## src/rtl/reset_pkg.sv

```systemverilog
// reset_pkg
// Shared definitions for the reset sequencer: the FSM state type and its
// fixed encoding. The encoding is visible on the debug port `state`, so the
// numeric values are pinned here rather than left to the enum default.
package reset_pkg;

    localparam logic [1:0] ST_HOLD    = 2'd0;
    localparam logic [1:0] ST_STRETCH = 2'd1;
    localparam logic [1:0] ST_RELEASE = 2'd2;
    localparam logic [1:0] ST_RUN     = 2'd3;

    typedef enum logic [1:0] {
        HOLD    = ST_HOLD,
        STRETCH = ST_STRETCH,
        RELEASE = ST_RELEASE,
        RUN     = ST_RUN
    } state_t;

endpackage

```

## src/rtl/sync2.sv

```systemverilog
// sync2
// Generic two-flop synchronizer for a single-bit level signal.
// Ports:
//   clk   - destination clock
//   reset - asynchronous, active-high; clears both flops to 0
//   d     - asynchronous input
//   q     - synchronised output (two clk edges of latency)
module sync2 (
    input  logic clk,
    input  logic reset,
    input  logic d,
    output logic q
);

    logic meta;

    always_ff @(posedge clk or posedge reset) begin
        if (reset) begin
            meta <= 1'b0;
            q    <= 1'b0;
        end else begin
            meta <= d;
            q    <= meta;
        end
    end

endmodule

```

## src/rtl/reset_sequencer.sv

```systemverilog
// reset_sequencer
// Turns a raw PLL-lock indication into CHANNELS staged reset outputs. All
// channels are held in reset until lock has been stable for STRETCH_CYCLES,
// then released one at a time (bit 0 first) every STAGE_GAP cycles. Lock loss
// or a software request re-asserts every channel and restarts the sequence.
//
// Optional feature (macro RESET_WATCHDOG_EN): a watchdog that, while in RUN,
// forces a full re-sequence unless wdt_kick arrives within WDT_CYCLES cycles,
// and sets the sticky wdt_fired flag. Without the macro wdt_kick is ignored
// and wdt_fired is tied low.
//
// Ports:
//   clk              - PLL output clock
//   reset            - asynchronous, active-high
//   pll_locked_async - raw lock, asynchronous to clk
//   sw_reset_req     - synchronous re-sequence request (held high keeps HOLD)
//   wdt_kick         - synchronous watchdog kick
//   reset_out        - per-channel active-high resets, bit 0 released first
//   state            - current FSM state (HOLD/STRETCH/RELEASE/RUN = 0..3)
//   done             - high in RUN
//   wdt_fired        - sticky watchdog-expiry flag
module reset_sequencer
    import reset_pkg::*;
#(
    parameter int CHANNELS       = 4,
    parameter int STRETCH_CYCLES = 15,
    parameter int STAGE_GAP      = 4,
    parameter int WDT_CYCLES     = 1048576
) (
    input  logic                clk,
    input  logic                reset,
    input  logic                pll_locked_async,
    input  logic                sw_reset_req,
    input  logic                wdt_kick,
    output logic [CHANNELS-1:0] reset_out,
    output logic [1:0]          state,
    output logic                done,
    output logic                wdt_fired
);

    localparam int STRETCH_W = $clog2(STRETCH_CYCLES + 1);
    localparam int GAP_W     = $clog2(STAGE_GAP + 1);
    localparam int IDX_W     = $clog2(CHANNELS) + 1;

    localparam logic [STRETCH_W-1:0] STRETCH_LAST = STRETCH_W'(STRETCH_CYCLES - 1);
    localparam logic [GAP_W-1:0]     GAP_LAST     = GAP_W'(STAGE_GAP - 1);
    localparam logic [IDX_W-1:0]     IDX_LAST     = IDX_W'(CHANNELS - 1);

    state_t                state_q;
    logic [CHANNELS-1:0]   reset_out_q;
    logic                  done_q;
    logic [STRETCH_W-1:0]  stretch_cnt;
    logic [GAP_W-1:0]      gap_cnt;
    logic [IDX_W-1:0]      ch_idx;
    logic                  locked_s;
    logic                  abort;
    logic                  wdt_expire;

    sync2 u_lock_sync (
        .clk   (clk),
        .reset (reset),
        .d     (pll_locked_async),
        .q     (locked_s)
    );

    // Lock loss and software request outrank everything except reset.
    assign abort = !locked_s || sw_reset_req;

`ifdef RESET_WATCHDOG_EN
    localparam int WDT_W = (WDT_CYCLES > 1) ? $clog2(WDT_CYCLES) : 1;
    localparam logic [WDT_W-1:0] WDT_LAST = WDT_W'(WDT_CYCLES - 1);

    logic [WDT_W-1:0] wdt_cnt;
    logic             wdt_fired_q;

    // A kick on the expiry cycle wins: the count simply restarts.
    assign wdt_expire = (state_q == RUN) && !wdt_kick && (wdt_cnt == WDT_LAST);

    always_ff @(posedge clk or posedge reset) begin
        if (reset) begin
            wdt_cnt     <= '0;
            wdt_fired_q <= 1'b0;
        end else begin
            if ((state_q != RUN) || abort || wdt_kick || wdt_expire)
                wdt_cnt <= '0;
            else
                wdt_cnt <= wdt_cnt + WDT_W'(1);
            if (wdt_expire && !abort)
                wdt_fired_q <= 1'b1;
        end
    end

    assign wdt_fired = wdt_fired_q;
`else
    logic unused_wdt;
    assign unused_wdt = wdt_kick ^ (WDT_CYCLES == 0);
    assign wdt_expire = 1'b0;
    assign wdt_fired  = 1'b0;
`endif

    always_ff @(posedge clk or posedge reset) begin
        if (reset) begin
            state_q     <= HOLD;
            reset_out_q <= '1;
            done_q      <= 1'b0;
            stretch_cnt <= '0;
            gap_cnt     <= '0;
            ch_idx      <= '0;
        end else if (abort || wdt_expire) begin
            state_q     <= HOLD;
            reset_out_q <= '1;
            done_q      <= 1'b0;
            stretch_cnt <= '0;
            gap_cnt     <= '0;
            ch_idx      <= '0;
        end else begin
            case (state_q)
                HOLD: begin
                    // locked_s is known high here, otherwise abort fired.
                    state_q     <= STRETCH;
                    stretch_cnt <= '0;
                end
                STRETCH: begin
                    if (stretch_cnt == STRETCH_LAST) begin
                        stretch_cnt    <= '0;
                        gap_cnt        <= '0;
                        reset_out_q[0] <= 1'b0;
                        if (CHANNELS == 1) begin
                            state_q <= RUN;
                            done_q  <= 1'b1;
                        end else begin
                            state_q <= RELEASE;
                            ch_idx  <= IDX_W'(1);
                        end
                    end else begin
                        stretch_cnt <= stretch_cnt + STRETCH_W'(1);
                    end
                end
                RELEASE: begin
                    if (gap_cnt == GAP_LAST) begin
                        gap_cnt <= '0;
                        for (int i = 0; i < CHANNELS; i++) begin
                            if (i == int'(ch_idx))
                                reset_out_q[i] <= 1'b0;
                        end
                        ch_idx <= ch_idx + IDX_W'(1);
                        if (ch_idx == IDX_LAST) begin
                            state_q <= RUN;
                            done_q  <= 1'b1;
                        end
                    end else begin
                        gap_cnt <= gap_cnt + GAP_W'(1);
                    end
                end
                RUN: begin
                    reset_out_q <= '0;
                    done_q      <= 1'b1;
                end
                default: begin
                    state_q     <= HOLD;
                    reset_out_q <= '1;
                    done_q      <= 1'b0;
                end
            endcase
        end
    end

    assign reset_out = reset_out_q;
    assign state     = state_q;
    assign done      = done_q;

endmodule

```

## config.mk

```make
export PLATFORM = sky130hd
export DESIGN_NAME = reset_sequencer
export DESIGN_NICKNAME = d
export VERILOG_FILES = /design/src/rtl/reset_pkg.sv /design/src/rtl/sync2.sv /design/src/rtl/reset_sequencer.sv
export SDC_FILE = /design/constraint.sdc
export NUM_CORES = 1
export LEC_CHECK = 0
export CAP_MARGIN = 20
export CORE_UTILIZATION = 39
export CTS_BUF_LIST = sky130_fd_sc_hd__clkbuf_16
export DETAILED_ROUTE_END_ITERATION = 10
export DONT_BUFFER_PORTS = 1
export GPL_TIMING_DRIVEN = 0
export PLACE_DENSITY = 0.59
export SLEW_MARGIN = 15
export SYNTH_ARGS = -nofsm -noshare
export SYNTH_HDL_FRONTEND = slang
export SYNTH_HIERARCHICAL = 1
export SYNTH_SLANG_ARGS = --single-unit
```

## constraint.sdc

```tcl
create_clock -name clk -period 2.12 [get_ports clk]
set_input_delay 0.318 -clock clk [delete_from_list [all_inputs] [get_ports clk]]
set_output_delay 0.318 -clock clk [all_outputs]
set_load 0.1 [all_outputs]
```

# ---- After elaboration in Yosys (flattened, before gate mapping)
# Cells that the tools add are included.
dict set report totals {
  input_bits 5
  mem_bits_rw 0
  elab_cells 76
  mem_count 0
  ff_bits 19
  latch_bits 0
  romBits 0
  out_inout_bits 8
}
dict set report op_classes {
  n_eq_ne 16
  n_div 0
  shifts 0
  n_mux 29
  bitwise_logic 0
  magnitude_cmp 0
  n_mul 0
  n_reduce_logical 17
  n_addsub 3
}
# operator n
set op_table {}
lappend op_table {{!= test 3 bit (second input constant)} 7}
lappend op_table {{2-to-1 mux 3 bit} 6}
lappend op_table {{one-hot mux 3 bit (2 select lines)} 3}
lappend op_table {{2-to-1 mux 4 bit} 4}
lappend op_table {{AND reduction 3 bit} 5}
lappend op_table {{nonzero test 3 bit} 3}
lappend op_table {{2-to-1 mux 1 bit} 8}
lappend op_table {{2-to-1 mux 2 bit} 4}
lappend op_table {{one-hot mux 4 bit (2 select lines)} 1}
lappend op_table {{AND reduction 4 bit} 2}
lappend op_table {{nonzero test 4 bit} 2}
lappend op_table {{adder 3 x 1 -> 3 bit (second input constant)} 2}
lappend op_table {{== test 3 x 2 -> 1 bit (second input constant)} 2}
lappend op_table {{== test 3 bit (first input constant)} 2}
lappend op_table {{one-hot mux 2 bit (3 select lines)} 1}
lappend op_table {{adder 4 x 1 -> 4 bit (second input constant)} 1}
lappend op_table {{== test 2 bit (second input constant)} 2}
lappend op_table {{== test 4 bit (second input constant)} 1}
lappend op_table {{== test 2 x 3 -> 1 bit (first input constant)} 1}
lappend op_table {{logical NOT 3 bit} 1}
lappend op_table {{one-hot mux 1 bit (3 select lines)} 1}
lappend op_table {{== test 2 x 1 -> 1 bit (second input constant)} 1}
lappend op_table {{logical NOT 2 bit} 1}
lappend op_table {{one-hot mux 1 bit (2 select lines)} 1}
lappend op_table {{3 further kinds} 3}

# ---- Depth between registers and ports, before layout
# Gate-level depths: netlist of the first run.
dict set report logic_depth {
  word_depth 5
  mapped_depth 7
  depth_no_buf 6
}

# ---- By module
# The synthesis of the first run kept the hierarchy.
# mod seq_area_each_um2 cells_per_inst instances area_each_um2
set by_module_without_submodules {}
lappend by_module_without_submodules {reset_sequencer 430.4 106 1 1083.5}
lappend by_module_without_submodules {sync2 50.0 3 1 53.8}

# ---- Worst setup path after synthesis of the first run
# OpenSTA, ideal clock, no wires.
dict set report synth_timing {
  kind {register to register}
  startpoint {register state_q[1] (netlist: state[1])}
  endpoint {register ch_idx[2]}
  setup_ns 0.125
  path_buffers 0
  slack_ns -0.337
  path_stages_with_launch 7
  required_ns 1.995
  period_less_slack_ns 2.457
  arrival_time_ns 2.332
  path_cell_list {dfrtp_1 inv_1 ha_1 nor4b_1 a31o_2 nor2b_4 mux2_4}
}
dict set report synth_between {
  elab_chain_len 3
  elab_cells_between_ends 8
  cone_classes {eq/ne (4); mux (2); reduce/logical (2)}
}
# element line
set synth_rtl {}
lappend synth_rtl {{start: declaration} reset_sequencer.sv:49} ;# state_t state_q;
lappend synth_rtl {{start signal: assignment} reset_sequencer.sv:103} ;# state_q <= HOLD;
lappend synth_rtl {{start signal: assignment} reset_sequencer.sv:110} ;# state_q <= HOLD;
lappend synth_rtl {{start signal: assignment} reset_sequencer.sv:120} ;# state_q <= STRETCH;
lappend synth_rtl {{== test 2 bit or == test 2 x 1 -> 1 bit (tied branches)} reset_sequencer.sv:117} ;# case (state_q)
lappend synth_rtl {{!= test 3 bit (no source line), or another cell as far along} --}
lappend synth_rtl {{AND reduction 3 bit (no source line) or 2-to-1 mux 3 bit (tied branches)} --}
lappend synth_rtl {{end signal: assignment} reset_sequencer.sv:146} ;# ch_idx <= ch_idx + IDX_W'(1);
lappend synth_rtl {{end: declaration} reset_sequencer.sv:54} ;# logic [IDX_W-1:0] ch_idx;
# Several ways; a longest one is shown, not always the timed one.
# A chain may end at the register's enable or synchronous reset.

# ---- Worst setup path after layout of the first run
# Ends and elaborated chain as after synthesis.

==> impl_metrics.ini, run 1 <==
[final_layout]
drive_gt1_frac = 0.233
n_antenna_cell = 0
final_area_um2 = 1310
area_growth_pct = 15.2
nets = 135
instances_no_fill = 147

[synth]
synthTopCellsByCount = 15 x dfrtp_1, 13 x ha_1, 10 x nand2_1
synth_area_per_cell_um2 = 10.4
synth_most_common_cell = dfrtp_1
netlist_area_um2 = 1140
ys_warn_count = 6
yosysSeqAreaShare = 0.422
synth-edff-count = 0
syn_nets = 127
postSynth.asyncResetShare = 1.00
synth_area_leader_cell = dfrtp_1
syn_inst = 109
synth.distinct_cells = 37
yosys_most_used_dff = dfrtp_1
ys_ff_latch = 19
ys_top_cells_by_area = dfrtp_1 33%, ha_1 14%, dfstp_2 9.2%
yosysTopAreaCellShare = 0.330

[timing]
max_freq_ghz = 0.473
period_needed_ns = 2.11
tns_ns = 0
timing.slew.headroom = 0.409
rsz0062_at_grt = true
setup_ws_ns = 0.00705
post-route-period-util = 0.997
finClkSkew_ns = 0.00492
hold_viol = 0
final_max_slew_viol_count = 0
worst_slew_pin_slew_ns = 0.887
setup_viol_count_final = 0

[clocking]
clkSlewWorstSetupHoldPaths_ns = 0.06
cts_max_path_buffers = 2
numCtsBuffers = 3
cts-root-buf = clkbuf_16
htree_levels = 1
cts.sinks = 19
insertion_delay_ns = 0.25
tritoncts = built

[detailed_routing]
vias_per_cell = 5.27
first_pass_iters = 2
drt_iter0_drc = 5
ant_nets = 0
post_drt_wl_per_cell_um = 13.7
drcViolationCount = 0
vias = 774
drt_wl_total_um = 2020

[place]
placed_cells = 140
dp_slack_ns = -0.136
port_buffers = 0
dpl_cell_area_um2 = 1180
gp_congestion = 0.817
hpwlAfterDp_um = 1450

[global_route]
grt.total_usage = 0.151
grt_max_degree = 18
grt-ovfl-total = 0
antenna_found_initial = 0
grt_pass1_vias = 811
grt_pass1_wl_um = 3590

[setup_path]
startpoint = state[1]
cp-start-kind = flip-flop
cp-end-kind = flip-flop
crit_path_cell_trace = inv_1 > ha_1 > nor4b_2 > a31o_2 > nor2b_4 > mux2_4
cp.arrival_ns = 2.25
slowest_delay_ns = 0.63
worst-path-max-fanout = 5
reg2reg_from = state[1]
cp.required_ns = 2.25
slowest_stage = dfrtp_4
path_class = reg2reg

[floorplan]
dieArea_um2 = 3140
core_region_area_um2 = 2760
fp.dieW_um = 56
initial_core_util = 0.412
num_rows = 19
die_h_um = 56
boundaryPins = 13

[pwr]
ir_drop_v = 0.000712
power_per_cell_area_nw_per_um2 = 749
power.total_uw = 981
leakage_nw = 0.619

[run]
timing.max_cap.violations = 0

[outcome]
status = finished clean

[worst_hold_path]
hold_class = in2async
==> routing by layer <==
metal / GRT usage / routed length, um / part of all wire
met1: 0.174 / 912 / 0.45
met2: 0.248 / 956 / 0.47
met3: 0.0651 / 117 / 0.058
met4: 0.0523 / 32 / 0.016
met5: 0 / 0 / 0
==> sequential cells by signal (all words and copies together), names as in the netlist <==
name              count
reset_out             4
stretch_cnt           4
ch_idx                3
gap_cnt               3
state                 2
done                  1
u_lock_sync/meta      1
u_lock_sync/q         1
==> cell usage in the layout (no fill, tap or decap), types with 3 or more instances in the layout <==
cell,Yosys,routed
o21ai_1,6,6
ha_1,13,12
buf_4,2,5
dfrtp_1,15,13
nor3_1,3,3
nor2_1,4,4
inv_1,8,8
nor2b_1,5,4
nand3_1,5,5
clkbuf_16,0,3
dfstp_2,4,4
nand2_1,10,10
==> area by class of cell <==
cell class	count	area [um^2]
inverter	8	30.0
tap	31	38.8
sequential	19	488
clock buffer	3	75.1
multi-input combinational	78	622
timing repair buffer	3	25.0
clock inverter	1	3.75
buffer	4	27.5
fill	267	1450
==> kinds of logic (layout without fill, tap and decap cells) <==
kind of cell	after synthesis	in the layout	share of synthesized area
AOI/OAI and AO/OA	22	22	0.133
adders and majority gates	13	13	0.143
buffers and inverters	12	19	0.0484
DFF	19	19	0.422
muxes	4	4	0.0407
other	1	1	0.00330
and+or+nand+nor	38	38	0.209
==> metrics by stage <==
step / hold slack (ns) / util
after global routing: 0.0815 / 0.475
after global placement: 0.0646 / 0.428
after floorplan: 0.0592 / -
after detailed placement: 0.0680 / 0.428
final: 0.0410 / 0.475
after CTS: 0.0660 / 0.472
==> power breakdown <==
group / leakage (nW) / internal, mW / switching [mW] / total, mW
sequential: 0.241 / 0.384 / 0.0875 / 0.472
combinational: 0.336 / 0.0536 / 0.0719 / 0.125
clock: 0.0423 / 0.251 / 0.133 / 0.384
==> critical path, delay by kind of cell, from the launching register on <==
| family | cells | cell delay [ns] |
|---|---|---|
| flops | 1 | 0.63 |
| simple gates | 2 | 0.40 |
| fa+ha+maj | 1 | 0.30 |
| mux | 1 | 0.29 |
| compound gates | 1 | 0.23 |
| buf+inv | 1 | 0.15 |
==> repair_timing <==
item	4_1_cts	5_1_grt
resized for setup	5	2
setup endpoints to repair	3	7
buffers inserted	2	0
hold buffers	1	0
endpoints found under the hold margin	2	0
==> worst paths after layout <==
check / to / slack [ns] / cells past startpoint
worst max-delay path: ch_idx[2] / 0.007 / 6
worst min-delay path: gap_cnt[1] / 0.04 / 1
worst max register to register: ch_idx[2] / 0.007 / 6
worst min register to register: u_lock_sync/q / 0.35 / 0
max in group asynchronous: state[0] / 1.59 / 1
min in group clk: u_lock_sync/meta / 0.09 / 0
(Power assumes the default switching activity.)
==> run 2: changes to the inputs <==
SETUP_SLACK_MARGIN = 0.02   (was default)
==> run 2 against run 1 <==
  * Final cell count grew 1.4%
  * Count of clock-buffer cells in the layout unchanged
  * Clock power hardly changed
  * Critical path depth grew 1
  * Largest power group unchanged
  * Total power rose by 1.1%
  * Wire length up 0.69%
  * Fmax is 5.1% higher
==> impl_metrics.ini, run 2 (same netlist as run 1, synthesis figures left out) <==
[timing]
final_max_slew_viol_count = 0
rsz0062_at_grt = false
finClkSkew_ns = 0.00490
setup_ws_ns = 0.110
hold_viol = 0
worst_slew_pin_slew_ns = 0.887
tns_ns = 0
setup_viol_count_final = 0
post-route-period-util = 0.948
max_freq_ghz = 0.498
period_needed_ns = 2.01
timing.slew.headroom = 0.409

[floorplan]
core_region_area_um2 = 2760
initial_core_util = 0.412
num_rows = 19
die_h_um = 56
boundaryPins = 13
dieArea_um2 = 3140
fp.dieW_um = 56

[clocking]
cts.sinks = 19
cts-root-buf = clkbuf_16
numCtsBuffers = 3
cts_max_path_buffers = 2
htree_levels = 1
tritoncts = built
clkSlewWorstSetupHoldPaths_ns = 0.06
insertion_delay_ns = 0.25

[detailed_routing]
ant_nets = 0
vias_per_cell = 5.24
drcViolationCount = 0
drt_wl_total_um = 2030
drt_iter0_drc = 4
vias = 781
post_drt_wl_per_cell_um = 13.6
first_pass_iters = 2

[place]
gp_congestion = 0.817
hpwlAfterDp_um = 1450
port_buffers = 0
dp_slack_ns = -0.136

[global_route]
grtUsageMet2 = 0.248
grt_pass1_vias = 811
grt.total_usage = 0.151
grt_use_met3 = 0.0651
use_met1 = 0.174
grt-ovfl-total = 0
grt_pass1_wl_um = 3590
antenna_found_initial = 0
grt_busiest_layer = met2
grt_max_degree = 18

[setup_path]
crit_path_cell_trace = inv_4 > ha_4 > nand3b_4 > or2_1 > buf_2 > nand3_1 > mux2_1
critical_path_buf_inv_count = 2
cp.arrival_ns = 2.14
r2r_slack_ns = 0.11
r2r_end = state[0]
slowest_stage = dfrtp_4
crit_family = flip-flops
reg2reg_from = state[0]
crit_cells = 7
path_class = reg2reg
worst-path-max-fanout = 6
rr_worst_depth = 7
crit_end = state[0]
cp.required_ns = 2.25
slowest_delay_ns = 0.64
cp-start-kind = flip-flop
cp-end-kind = flip-flop
startpoint = state[0]

[pwr]
p_sw_uw = 296
p_clk_frac = 0.387
ir_drop_v = 0.000712
power_per_cell_area_nw_per_um2 = 740
leakage_nw = 0.630
p_int_uw = 696
p_sw_frac = 0.299
p_seq_frac = 0.477
combPwrFrac = 0.136

[run]
timing.max_cap.violations = 0

[final_layout]
layout_commonest_cell = dfrtp_1
nets = 137
n_antenna_cell = 0
num-fill-cells = 263
drive_gt1_frac = 0.263
area_growth_pct = 17.8
layout_common_cells = 13 x dfrtp_1, 11 x ha_1, 10 x nand2_1

[worst_hold_path]
hold_class = in2async

[outcome]
status = finished clean
[run 2: cell count changes in the layout (fill, tap and decap cells not counted)]
cell | previous run | this run
buf_4 | 5 | 7
ha_1 | 12 | 11
ha_4 | 0 | 1
inv_1 | 8 | 7
inv_4 | 0 | 1
[run 2: layout make-up]
class,instances,area [um^2],area share
Multi-Input combinational cell,78,634,0.473
Clock inverter,1,3.75,0.00280
Buffer,4,27.5,0.0205
Clock buffer,3,75.1,0.0560
Timing Repair Buffer,5,40.0,0.0299
Tap cell,31,38.8,0.0289
Sequential cell,19,488,0.364
Inverter,8,32.5,0.0243
[run 2: power groups by stage]
| stage | sequential [mW] | clock, mW | combinational (mW) |
|---|---|---|---|
| 3_3_place_gp | 0.476 | 0 | 0.109 |
| 6_report | 0.473 | 0.384 | 0.135 |
| 5_1_grt | 0.476 | 0.410 | 0.149 |
| 4_1_cts | 0.472 | 0.395 | 0.123 |
| 3_5_place_dp | 0.477 | 0 | 0.112 |
| 2_1_floorplan | 0.473 | 0 | 0.0946 |
[run 2: worst reg2reg max path, cell delays in order (launching register included)]
cell and delay, ns:
dfrtp_4 0.64, inv_4 0.12, ha_4 0.17, nand3b_4 0.09, or2_1 0.22, buf_2 0.16, nand3_1 0.15, mux2_1 0.35
[run 2: worst min-delay path by stage]
stage                     slack [ns]               end             start  depth (start not counted)
after floorplan                 0.06  u_lock_sync/meta             reset                          1
after global placement          0.06  u_lock_sync/meta             reset                          1
after detailed placement        0.07  u_lock_sync/meta             reset                          1
after CTS                       0.07        gap_cnt[1]             reset                          1
after global routing            0.08  u_lock_sync/meta  pll_locked_async                          0
final                           0.04        gap_cnt[1]             reset                          1
[run 2: per-stage QoR]
stage	util	total power [mW]	hold slack (ns)	area [um^2]	instances
floorplan	-	0.567	0.0592	1140	109
global placement	0.428	0.585	0.0646	1180	140
detailed placement	0.428	0.588	0.0680	1180	140
CTS	0.472	0.989	0.0660	1300	147
global route	0.486	1.04	0.0815	1340	149
finish	0.486	0.992	0.0412	1340	149
[run 2: routing by layer]
metal / share of wire / vias up
met4: 0.016 / 0
met1: 0.45 / 376
met2: 0.47 / 16
li1: - / 385
met5: 0 / -
met3: 0.058 / 4
[run 2: repair_timing]
item,CTS,global route
gates resized for setup,6,5
endpoints found under the hold margin,2,0
hold buffers,1,0
gates cloned,0,0
setup buffers,2,2
setup endpoints to repair,3,7
